### src/rtl/ltssm_pkg.sv
// Shared definitions for the link-training controller.
// Latency: none (declarations only).
// Backpressure: not applicable.
package ltssm_pkg;

  // State encoding doubles as the ts_info code driven to the TS generators.
  typedef enum logic [7:0] {
    ST_DETECT_QUIET  = 8'h00,
    ST_DETECT_ACTIVE = 8'h01,
    ST_POLL_ACTIVE   = 8'h10,
    ST_POLL_CONFIG   = 8'h11,
    ST_L0            = 8'h20
  } ltssm_state_e;

  localparam logic [7:0] TS1_ID     = 8'h4A;
  localparam logic [7:0] TS2_ID     = 8'h45;
  localparam logic [5:0] SPEED_GEN1 = 6'b000001;

  function automatic logic is_detect(input ltssm_state_e s);
    return (s == ST_DETECT_QUIET) || (s == ST_DETECT_ACTIVE);
  endfunction

endpackage

### src/rtl/ltssm_link_ctrl_ts_rx_lane.sv
// Per-lane count of consecutive matching received training sets.
// Latency: count updates the cycle after a qualified strobe; done is a decode of the count.
// Backpressure: none; every qualified strobe is consumed.
module ts_rx_lane #(
  parameter int TS_RX_CNT = 8
) (
  input  logic clk,
  input  logic rst,
  input  logic clr_i,
  input  logic vld_i,
  input  logic is_ts1_i,
  input  logic is_ts2_i,
  input  logic mode_cfg_i,
  output logic done_o
);
  localparam int CW = $clog2(TS_RX_CNT + 1);
  localparam logic [CW-1:0] CNT_MAX = CW'(TS_RX_CNT);

  logic [CW-1:0] cnt_q, cnt_d;

  // TS2 always advances; TS1 advances in Polling.Active and holds in Polling.Config; anything else restarts.
  always_comb begin
    cnt_d = cnt_q;
    if (clr_i) begin
      cnt_d = '0;
    end else if (vld_i) begin
      if (is_ts2_i || (is_ts1_i && !mode_cfg_i)) begin
        if (cnt_q != CNT_MAX) cnt_d = cnt_q + CW'(1);
      end else if (!(is_ts1_i && mode_cfg_i)) begin
        cnt_d = '0;
      end
    end
  end

  // Count register.
  always_ff @(posedge clk) begin
    if (rst) cnt_q <= '0;
    else     cnt_q <= cnt_d;
  end

  assign done_o = (cnt_q == CNT_MAX);

endmodule

### src/rtl/ltssm_link_ctrl.sv
// Link-training controller: Detect -> Polling -> L0 with contiguous lane-width negotiation.
// Latency: all outputs registered; a state change is visible one cycle after its exit condition.
// Backpressure: ts_update is held until every relevant lane acks; TS inputs are never stalled.
module ltssm_link_ctrl
  import ltssm_pkg::*;
#(
  parameter int LANES       = 4,
  parameter int QUIET_CYC   = 1000,
  parameter int POLL_TO_CYC = 24000,
  parameter int TS_RX_CNT   = 8,
  parameter int TS_TX_CNT   = 16
) (
  input  logic                 clk,
  input  logic                 rst,
  input  logic [LANES-1:0]     elec_idle_break,
  output logic [LANES-1:0]     rx_det_seq_req,
  input  logic [LANES-1:0]     rx_det_seq_ack,
  input  logic [LANES-1:0]     rx_det_valid,
  input  logic [LANES*128-1:0] ts_i,
  input  logic [LANES-1:0]     ts_i_vld,
  input  logic [LANES-1:0]     tx_ts_sent,
  input  logic                 force_detect,
  output logic [7:0]           ts_info,
  output logic                 ts_update,
  input  logic [LANES-1:0]     ts_update_ack,
  output logic                 ts_stop,
  output logic [LANES-1:0]     lane_mask,
  output logic [4:0]           link_width,
  output logic [5:0]           curr_speed,
  output logic                 linkup
);
  localparam int TXW = $clog2(TS_TX_CNT + 1);
  localparam logic [TXW-1:0] TX_MAX     = TXW'(TS_TX_CNT);
  localparam logic [31:0]    QUIET_LAST = 32'(QUIET_CYC - 1);
  localparam logic [31:0]    POLL_LAST  = 32'(POLL_TO_CYC - 1);

  ltssm_state_e   state_q, state_d;
  logic [31:0]    timer_q, timer_d;
  logic           entry_q, chg;
  logic [LANES-1:0] req_q, req_d, acked_q, acked_d, det_q, det_d, mask_q, mask_d;
  logic [4:0]     width_q, width_d;
  logic           upd_q, upd_d, stop_q, stop_d, linkup_q, linkup_d;
  logic           seen_ts2_q, seen_ts2_d;
  logic [TXW-1:0] tx_cnt_q, tx_cnt_d;

  logic [LANES-1:0] new_ack, acked_all, det_all, mask_calc, upd_mask;
  logic [LANES-1:0] ts_vld_act, lane_is_ts1, lane_is_ts2, lane_done;
  logic [4:0]       width_calc;
  logic             run, all_done, upd_ack_ok, timeout;
  logic             unused_bits;

  // Acks are only taken for outstanding requests and never in the first cycle of a state.
  assign new_ack    = rx_det_seq_ack & req_q & {LANES{!entry_q && (state_q == ST_DETECT_ACTIVE)}};
  assign acked_all  = acked_q | new_ack;
  assign det_all    = det_q | (rx_det_valid & new_ack);
  assign ts_vld_act = ts_i_vld & mask_q &
                      {LANES{!entry_q && ((state_q == ST_POLL_ACTIVE) || (state_q == ST_POLL_CONFIG))}};
  assign all_done   = &(lane_done | ~mask_q);
  assign timeout    = (timer_q == POLL_LAST);
  assign upd_mask   = is_detect(state_q) ? {LANES{1'b1}} : mask_q;
  assign upd_ack_ok = !entry_q && ((ts_update_ack & upd_mask) == upd_mask);
  assign unused_bits = ^{ts_i, tx_ts_sent};

  for (genvar n = 0; n < LANES; n++) begin : g_lane
    logic [7:0] id;
    assign id             = ts_i[128*n+120 +: 8];
    assign lane_is_ts1[n] = (id == TS1_ID);
    assign lane_is_ts2[n] = (id == TS2_ID);
    ts_rx_lane #(.TS_RX_CNT(TS_RX_CNT)) u_rx (
      .clk        (clk),
      .rst        (rst),
      .clr_i      (chg),
      .vld_i      (ts_vld_act[n]),
      .is_ts1_i   (lane_is_ts1[n]),
      .is_ts2_i   (lane_is_ts2[n]),
      .mode_cfg_i (state_q == ST_POLL_CONFIG),
      .done_o     (lane_done[n])
    );
  end

  // Negotiated width: length of the unbroken run of detected lanes starting at lane 0.
  always_comb begin
    run        = 1'b1;
    width_calc = 5'd0;
    mask_calc  = '0;
    for (int n = 0; n < LANES; n++) begin
      run          = run & det_all[n];
      mask_calc[n] = run;
      if (run) width_calc = width_calc + 5'd1;
    end
  end

  // Next-state selection; force_detect overrides every other exit.
  always_comb begin
    state_d = state_q;
    case (state_q)
      ST_DETECT_QUIET:
        if ((timer_q == QUIET_LAST) || (|elec_idle_break)) state_d = ST_DETECT_ACTIVE;
      ST_DETECT_ACTIVE:
        if (&acked_all) state_d = (width_calc == 5'd0) ? ST_DETECT_QUIET : ST_POLL_ACTIVE;
      ST_POLL_ACTIVE:
        if (all_done)     state_d = ST_POLL_CONFIG;
        else if (timeout) state_d = ST_DETECT_QUIET;
      ST_POLL_CONFIG:
        if (all_done && (tx_cnt_q >= TX_MAX)) state_d = ST_L0;
        else if (timeout)                      state_d = ST_DETECT_QUIET;
      ST_L0: state_d = ST_L0;
      default: state_d = ST_DETECT_QUIET;
    endcase
    if (force_detect) state_d = ST_DETECT_QUIET;
    chg = force_detect || (state_d != state_q);
  end

  // Datapath next values: timers, detect bookkeeping, lane mask, TS handshake, TX count.
  always_comb begin
    timer_d    = chg ? 32'd0 : timer_q + 32'd1;
    req_d      = chg ? ((state_d == ST_DETECT_ACTIVE) ? {LANES{1'b1}} : '0) : (req_q & ~new_ack);
    acked_d    = chg ? '0 : acked_all;
    det_d      = chg ? '0 : det_all;
    mask_d     = mask_q;
    width_d    = width_q;
    if (chg) begin
      if ((state_q == ST_DETECT_ACTIVE) && (state_d == ST_POLL_ACTIVE)) begin
        mask_d  = mask_calc;
        width_d = width_calc;
      end else if (is_detect(state_d)) begin
        mask_d  = '0;
        width_d = 5'd0;
      end
    end
    upd_d = upd_q;
    if (upd_q && upd_ack_ok) upd_d = 1'b0;
    if (state_d != state_q)  upd_d = 1'b1;
    stop_d     = is_detect(state_d) || (state_d == ST_L0);
    linkup_d   = (state_d == ST_L0);
    seen_ts2_d = chg ? 1'b0 :
                 (seen_ts2_q || ((state_q == ST_POLL_CONFIG) && |(ts_vld_act & lane_is_ts2)));
    tx_cnt_d   = tx_cnt_q;
    if (chg) tx_cnt_d = '0;
    else if (seen_ts2_q && tx_ts_sent[0] && (tx_cnt_q != TX_MAX)) tx_cnt_d = tx_cnt_q + TXW'(1);
  end

  // State and output registers.
  always_ff @(posedge clk) begin
    if (rst) begin
      state_q    <= ST_DETECT_QUIET;
      timer_q    <= 32'd0;
      entry_q    <= 1'b0;
      req_q      <= '0;
      acked_q    <= '0;
      det_q      <= '0;
      mask_q     <= '0;
      width_q    <= 5'd0;
      upd_q      <= 1'b0;
      stop_q     <= 1'b1;
      linkup_q   <= 1'b0;
      seen_ts2_q <= 1'b0;
      tx_cnt_q   <= '0;
    end else begin
      state_q    <= state_d;
      timer_q    <= timer_d;
      entry_q    <= chg;
      req_q      <= req_d;
      acked_q    <= acked_d;
      det_q      <= det_d;
      mask_q     <= mask_d;
      width_q    <= width_d;
      upd_q      <= upd_d;
      stop_q     <= stop_d;
      linkup_q   <= linkup_d;
      seen_ts2_q <= seen_ts2_d;
      tx_cnt_q   <= tx_cnt_d;
    end
  end

  assign ts_info        = state_q;
  assign ts_update      = upd_q;
  assign ts_stop        = stop_q;
  assign linkup         = linkup_q;
  assign lane_mask      = mask_q;
  assign link_width     = width_q;
  assign rx_det_seq_req = req_q;
  assign curr_speed     = SPEED_GEN1;

endmodule

### config.mk
export PLATFORM = sky130hd
export DESIGN_NAME = ltssm_link_ctrl
export DESIGN_NICKNAME = d
export VERILOG_FILES = /design/src/rtl/ltssm_pkg.sv /design/src/rtl/ltssm_link_ctrl_ts_rx_lane.sv /design/src/rtl/ltssm_link_ctrl.sv
export SDC_FILE = /design/constraint.sdc
export NUM_CORES = 1
export LEC_CHECK = 0
export ABC_AREA = 1
export CAP_MARGIN = 10
export CORE_AREA = 2 2 221 223
export CTS_CLUSTER_DIAMETER = 120
export DETAILED_ROUTE_END_ITERATION = 6
export DIE_AREA = 0 0 223 225
export GPL_TIMING_DRIVEN = 0
export PLACE_DENSITY = 0.44
export RECOVER_POWER = 100
export SKIP_CTS_REPAIR_TIMING = 1
export SYNTH_ARGS = -nofsm -noshare
export SYNTH_HDL_FRONTEND = slang
export SYNTH_SLANG_ARGS = --single-unit
### constraint.sdc
create_clock -name clk -period 2.6 [get_ports clk]
set_clock_uncertainty 0.15 [all_clocks]
set_input_delay 0.65 -clock clk [delete_from_list [all_inputs] [get_ports clk]]
set_output_delay 0.65 -clock clk [all_outputs]
set_load 0.01 [all_outputs]
**Word level (Yosys, flattened, before mapping)**

Index checks and enable logic that the tools add are counted.

- Word-level logic and storage cells: 157
- Input bits: 539
- Flip-flop bits (word level): 87
- Output and inout port bits: 30

- $lt $le $gt $ge: 1
- Eq/ne operators: 36
- Multiplexer cells: 33
- Reduce and logical (&&, ||, !) cells: 45
- Add/sub/neg operators: 9
- Bitwise operators: 16

Operators by type and width:

| kind | count |
|---|---|
| 4-bit 2-to-1 mux | 17 |
| 8-bit by 7-bit == test with 1-bit output (second input constant) | 8 |
| 8-bit 2-to-1 mux | 6 |
| 8-bit one-hot mux with 5 select lines | 1 |
| 32-bit by 1-bit adder with 32-bit output (second input constant) | 1 |
| 4-bit bitwise AND | 8 |
| 32-bit by 10-bit == test with 1-bit output (second input constant) | 1 |
| 32-bit by 15-bit == test with 1-bit output (second input constant) | 1 |
| 5-bit 2-to-1 mux | 6 |
| 8-bit by 5-bit == test with 1-bit output (second input constant) | 3 |
| 5-bit by 1-bit adder with 5-bit output (second input constant) | 4 |
| 1-bit logical AND | 17 |
| 4-bit by 1-bit adder with 4-bit output (second input constant) | 4 |
| 4-bit == test (second input constant) | 4 |
| 8-bit by 1-bit == test with 1-bit output (second input constant) | 2 |
| 8-bit by 6-bit == test with 1-bit output (second input constant) | 2 |
| 8-bit zero test | 2 |
| 4-bit inequality test (second input constant) | 4 |
| 4-bit bitwise OR | 3 |
| 3-bit AND reduction | 4 |
| 1-bit logical OR | 11 |
| 2-bit by 1-bit inequality test with 1-bit output (second input constant) | 4 |
| 2-bit inequality test (second input constant) | 4 |
| 8-bit inequality test | 1 |
| other kinds (13) | 22 |

**Logic depth before layout (Yosys ltp)**

- Word-level depth: 21
- Gate-level depth with buffers: 18
- Gate-level depth less buffers: 17

**Cells and area by module**

A second synthesis with hierarchy kept.

- Cell total of the unflattened synthesis: 735
- Area, all modules: 4932.2 sq um

Modules (own cells, without submodules):

| module | sequential area each (sq um) | area an instance (sq um) | instances | cells each |
|---|---|---|---|---|
| ltssm_link_ctrl | 1401.3 | 3696.0 | 1 | 531 |
| ts_rx_lane | 80.1 | 309.0 | 4 | 51 |

**Least setup slack after synthesis**

No wires, ideal clock.

- Path kind: register to register
- From: register state_q[0] (netlist: ts_info[0])
- To: register timer_q[11]
- Clock period less this slack: 2.340 ns
- Library setup time: 0.116 ns
- Setup slack: 0.260 ns
- Stages on the path, launching flop included: 16
- Arrival: 2.074 ns
- Buffers on the path: 1
- Data required time: 2.334 ns
- Cells stage by stage: dfxtp_1 inv_2 nor2_1 nand2_2 nor2_4 nand3b_1 o21ai_1 nand3_1 nand3_1 nand2_1 nor2_2 nor2_1 nand3_2 nor2_4 buf_4 and3_1

- Cells in the longest elaborated chain, start to end: 20
- Elaborated cells between the ends (all ways): 33
- Those cells by class: add/sub (3); eq/ne (5); mux (12); bitwise (7); reduce/logical (6)

Ends and longest elaborated chain:

| element | line | RTL |
|---|---|---|
| start: declaration | ltssm_link_ctrl.sv:37 | `ltssm_state_e state_q, state_d;` |
| start signal: assignment | ltssm_link_ctrl.sv:160 | `state_q <= state_d;` |
| 8-bit by 1-bit == test with 1-bit output | ltssm_link_ctrl.sv:53, ltssm_link_ctrl.sv:96 |  |
| 1-bit logical AND | ltssm_link_ctrl.sv:53 | `assign new_ack = rx_det_seq_ack & req_q & {LANES{!entry_q && (state_q == ST_DETECT_ACTIVE)}};` |
| 4-bit bitwise AND | ltssm_link_ctrl.sv:53 |  |
| 4-bit bitwise AND | ltssm_link_ctrl.sv:55 | `assign det_all = det_q \| (rx_det_valid & new_ack);` |
| 4-bit bitwise OR | ltssm_link_ctrl.sv:55 |  |
| 1-bit 2-to-1 mux | ltssm_link_ctrl.sv:89 | `if (run) width_calc = width_calc + 5'd1;` |
| 5-bit by 1-bit adder with 5-bit output | ltssm_link_ctrl.sv:89 |  |
| 5-bit 2-to-1 mux | ltssm_link_ctrl.sv:89 |  |
| [... 4 more ...] | n/a |  |
| 5-bit zero test | ltssm_link_ctrl.sv:100 | `if (&acked_all) state_d = (width_calc == 5'd0) ? ST_DETECT_QUIET : ST_POLL_ACTIVE;` |
| 5-bit 2-to-1 mux | ltssm_link_ctrl.sv:100 |  |
| 8-bit 2-to-1 mux | ltssm_link_ctrl.sv:100 |  |
| 8-bit one-hot mux with 5 select lines | ltssm_link_ctrl.sv:96 | `case (state_q)` |
| 8-bit 2-to-1 mux | ltssm_link_ctrl.sv:110 | `if (force_detect) state_d = ST_DETECT_QUIET;` |
| 8-bit inequality test * | ltssm_link_ctrl.sv:111 | `chg = force_detect \|\| (state_d != state_q);` |
| 1-bit logical OR * | ltssm_link_ctrl.sv:111 |  |
| 2-bit OR reduction (no line) * | n/a |  |
| end signal: assignment | ltssm_link_ctrl.sv:161 | `timer_q <= timer_d;` |
| end: declaration | ltssm_link_ctrl.sv:38 | `logic [31:0] timer_q, timer_d;` |

Every way passes the cells marked *; elsewhere a longest branch is shown, timed or not.
A chain may end at the register's enable or synchronous reset.

**Final worst setup path**

- From: input elec_idle_break[3]
- To: register timer_q[2]

- Cells in the longest elaborated chain, start to end: 8

Ends and longest elaborated chain:

| element | line | RTL |
|---|---|---|
| start: declaration | ltssm_link_ctrl.sv:15 | `input logic [LANES-1:0] elec_idle_break,` |
| 4-bit OR reduction | ltssm_link_ctrl.sv:98 | `if ((timer_q == QUIET_LAST) \|\| (\|elec_idle_break)) state_d = ST_DETECT_ACTIVE;` |
| 1-bit logical OR | ltssm_link_ctrl.sv:98 |  |
| 8-bit 2-to-1 mux | ltssm_link_ctrl.sv:98 |  |
| 8-bit one-hot mux with 5 select lines | ltssm_link_ctrl.sv:96 |  |
| 8-bit 2-to-1 mux | ltssm_link_ctrl.sv:110 |  |
| 8-bit inequality test | ltssm_link_ctrl.sv:111 |  |
| 1-bit logical OR | ltssm_link_ctrl.sv:111 |  |
| 2-bit OR reduction (no line) | n/a |  |

No other way between the ends.

==> impl_metrics.toml <==
[run_status]
outcome = "finished with violations"
violations = "setup timing"

[cts]
clk_pin_slew_worst_paths_ns = 0.06
cts_root_buf = "clkbuf_16"
cts_tree = "done"
cts_buffers = 9
clockBufferDepth = 2
cts.sinks = 86
htree_levels = 3
insertion_delay_ns = 0.35

[timing]
final-hold-violation-count = 0
fin_crit_sh_pct = 110.0
tightest_slew_ns = 0.9044
slew_violations = 0
fmax_mhz = 349.8
setup_viol = 73
maxSlewHeadroom_pct = 39.15
grt_setup_unrepaired = "true"
fin_ws_ns = -0.2587
min_period_ns = 2.859

[routing]
dr_wl_met2_mm = 7.131
drc = 0
dr.pass1.iters = 4
drt_wl_total_mm = 15.27
wl_per_cell_um = 10.94
met3_length_um = 828
route.vias.total = 4456
routed_via_density = 3.192
highest_layer = "met4"
wl_met1_mm = 7.074
drt_iter0_drc = 221
drtAntennaViolNets = 0

[final_layout]
final_nets = 1328
num-fill-cells = 5381
syn_to_final_growth_pct = 54.63
final_core_util_pct = 14.67
drive_gt1_share_pct = 16.13
n_antenna_cell = 0
multiInputGateArea_um2 = 2540
stdcell_area_um2 = 6977
regArea_um2 = 1730

[synthesis]
ys_seq_area_share_pct = 38.16
synth-main-ff-cell = "dfxtp_1"
synthTopCellsByArea = "dfxtp_1, nand2_1, inv_1"
yosys_register_bits = 86
yosysTopAreaCell = "dfxtp_1"
synth_area_um2 = 4512
synth_edf_count = 0
async_reset_ff_share_pct = 0
synth_cells = 654
ys_warn_count = 0
avgSynthCellArea_um2 = 6.899
yosys.area.top_type_share_pct = 38.16
synth.distinct_cells = 36

[pwr]
intPower_mw = 2.249
pwr_density_cell_nw_per_um2 = 410.3
p_leak_nw = 2.488
total_power_mw = 2.863
comb_power_share_pct = 5.9
clkPwrFrac_pct = 47.7
netSwitchingPower_mw = 0.6141
peakVddDrop_mv = 0.2822
sw_frac_of_total_pct = 21.45
seqPwrFrac_pct = 46.4

[grt]
grt_pass1_vias = 4074
antenna_found_initial = 2
grt_max_degree = 14
grt_pass1_wl_mm = 22.58
grtUsageTotal_pct = 6.019
overflow = 0

[critical_path]
worst-path-max-fanout = 5
cp.arrival_ns = 2.99
setup.worst_path.end_class = "flip-flop"
critPathKind = "in2reg"
startpoint_type = "primary input"
r2r-end = "timer_q[2]"
crit_required_ns = 2.73
rrSetupSlack_ns = -0.25
reg2reg_depth = 18
reg2reg_from = "ts_info[0]"

[floorplan]
core_um2 = 47550
chipHeight_um = 225
initial_utilization_pct = 9.489
dieArea_um2 = 50180
fp-row-count = 80
io_pins = 569
fp.dieW_um = 223

[job]
cap_violations = 0

[placement]
place_area_um2 = 6100
port_buffers = 78
dp_hpwl_mm = 12.06
place_congestion = 0.7558

[min_path]
hold_path_depth = 1
whs_endpoint = "timer_q[0]"
hold_class = "reg2reg"
hp-start = "timer_q[0]"
==> cells by family after synthesis <==
family                     after synthesis  share of synthesized area [%]
AOI/OAI and AO/OA                       54                          6.212
xor gates and xnor gates                26                          5.047
adders and majority gates               12                          3.328
buffers and inverters                  132                          12.23
DFF                                     86                          38.16
other                                    2                         0.1665
and+or+nand+nor                        342                          34.86
==> layout make-up <==
cell class / count / share of cell area [%]
plain buffers: 14 / 2.062
multi-input cells: 446 / 36.41
flip-flops and latches: 86 / 24.80
repair buffers: 102 / 14.81
inverters: 118 / 6.456
well taps: 615 / 11.03
clock inverters: 2 / 0.5560
clock buffers: 13 / 3.874
==> power groups by stage <==
| stage | Sequential, mW | Clock (mW) | Combinational (mW) |
|---|---|---|---|
| floorplan | 1.36 | 0 | 0.0421 |
| finish | 1.33 | 1.36 | 0.170 |
| detailed placement | 1.36 | 0 | 0.158 |
| global route | 1.33 | 1.46 | 0.184 |
| global placement | 1.36 | 0 | 0.158 |
| CTS | 1.33 | 1.41 | 0.159 |
==> per-layer routing <==
| metal | GRT usage, % | vias to the layer above |
|---|---|---|
| met1 | 7.755 | 2025 |
| li1 | - | 2314 |
| met3 | 1.499 | 15 |
| met4 | 1.948 | 0 |
| met5 | 0 | - |
| met2 | 9.829 | 102 |
==> registers in the layout (all words and copies together), names as in the netlist, 4 cells and up <==
name and flops:
timer_q 32, g_lane.u_rx.cnt_q 16, ts_info 8, tx_cnt_q 5
acked_q 4, det_q 4, lane_mask 4, link_width 4
rx_det_seq_req 4
==> Yosys cell counts (3+ instances only) <==
cell type,n
nor2_2,4
nor3_1,19
buf_4,10
nor2_1,96
nand3b_1,4
nor4_1,13
o21ai_0,15
dfxtp_1,86
and3_1,3
nand4_1,21
xor2_1,21
a21oi_1,32
inv_1,116
nor3_2,4
ha_1,12
nand2_1,124
nor2_4,3
xnor2_1,5
nand3_1,41
o21ai_1,3
==> critical path, cell delays in order <==
cell             delay (ns)
clkdlybuf4s50_1        0.44
nor4_4                 0.40
o21ai_2                0.14
nand2_1                0.09
nand4_1                0.11
nand3_1                0.11
nand2_1                0.06
nor2_2                 0.12
nand3_2                0.14
nor2_4                 0.20
clkinv_4               0.11
buf_12                 0.14
buf_8                  0.12
nor3_4                 0.16
==> through the flow <==
step / hold slack [ns] / setup TNS (ns) / instances / setup slack (ns)
after floorplan: 0.2675 / 0 / 664 / 0.2603
after global placement: 0.2821 / -103.69 / 1357 / -1.483
after detailed placement: 0.2856 / -103.46 / 1357 / -1.497
after CTS: 0.2962 / -74.94 / 1372 / -1.125
after global routing: 0.2987 / -23.70 / 1396 / -0.4172
final: 0.2718 / -11.65 / 1396 / -0.2587
==> how the worst max path moves through the flow <==
stage	from	to
final	elec_idle_break[3]	timer_q[2]
after CTS	elec_idle_break[1]	g_lane[0].u_rx.cnt_q[3]
after global routing	g_lane[2].u_rx.cnt_q[0]	timer_q[2]
after detailed placement	elec_idle_break[1]	g_lane[0].u_rx.cnt_q[3]
after floorplan	ts_info[0]	timer_q[11]
after global placement	elec_idle_break[1]	g_lane[0].u_rx.cnt_q[0]
==> placed cells by master, fill, tap and decap left out, types with 5 or more instances in the layout <==
master | Yosys | final
nand2_2 | 2 | 6
o21ai_0 | 15 | 8
nand2_1 | 124 | 117
nor2_4 | 3 | 8
ha_1 | 12 | 11
nor3_4 | 0 | 5
clkbuf_16 | 0 | 11
xor2_1 | 21 | 21
clkdlybuf4s50_1 | 0 | 74
dfxtp_1 | 86 | 81
inv_1 | 116 | 115
nor3_2 | 4 | 6
conb_1 | 2 | 12
nor4_1 | 13 | 10
nand4_1 | 21 | 21
xnor2_1 | 5 | 5
nor2_2 | 4 | 14
buf_4 | 10 | 25
a21oi_2 | 1 | 7
nor3_1 | 19 | 12
o21ai_1 | 3 | 6
a21oi_1 | 32 | 26
nor2_1 | 96 | 81
nand3_1 | 41 | 37
No activity file was read; power rests on OpenSTA's default activity.
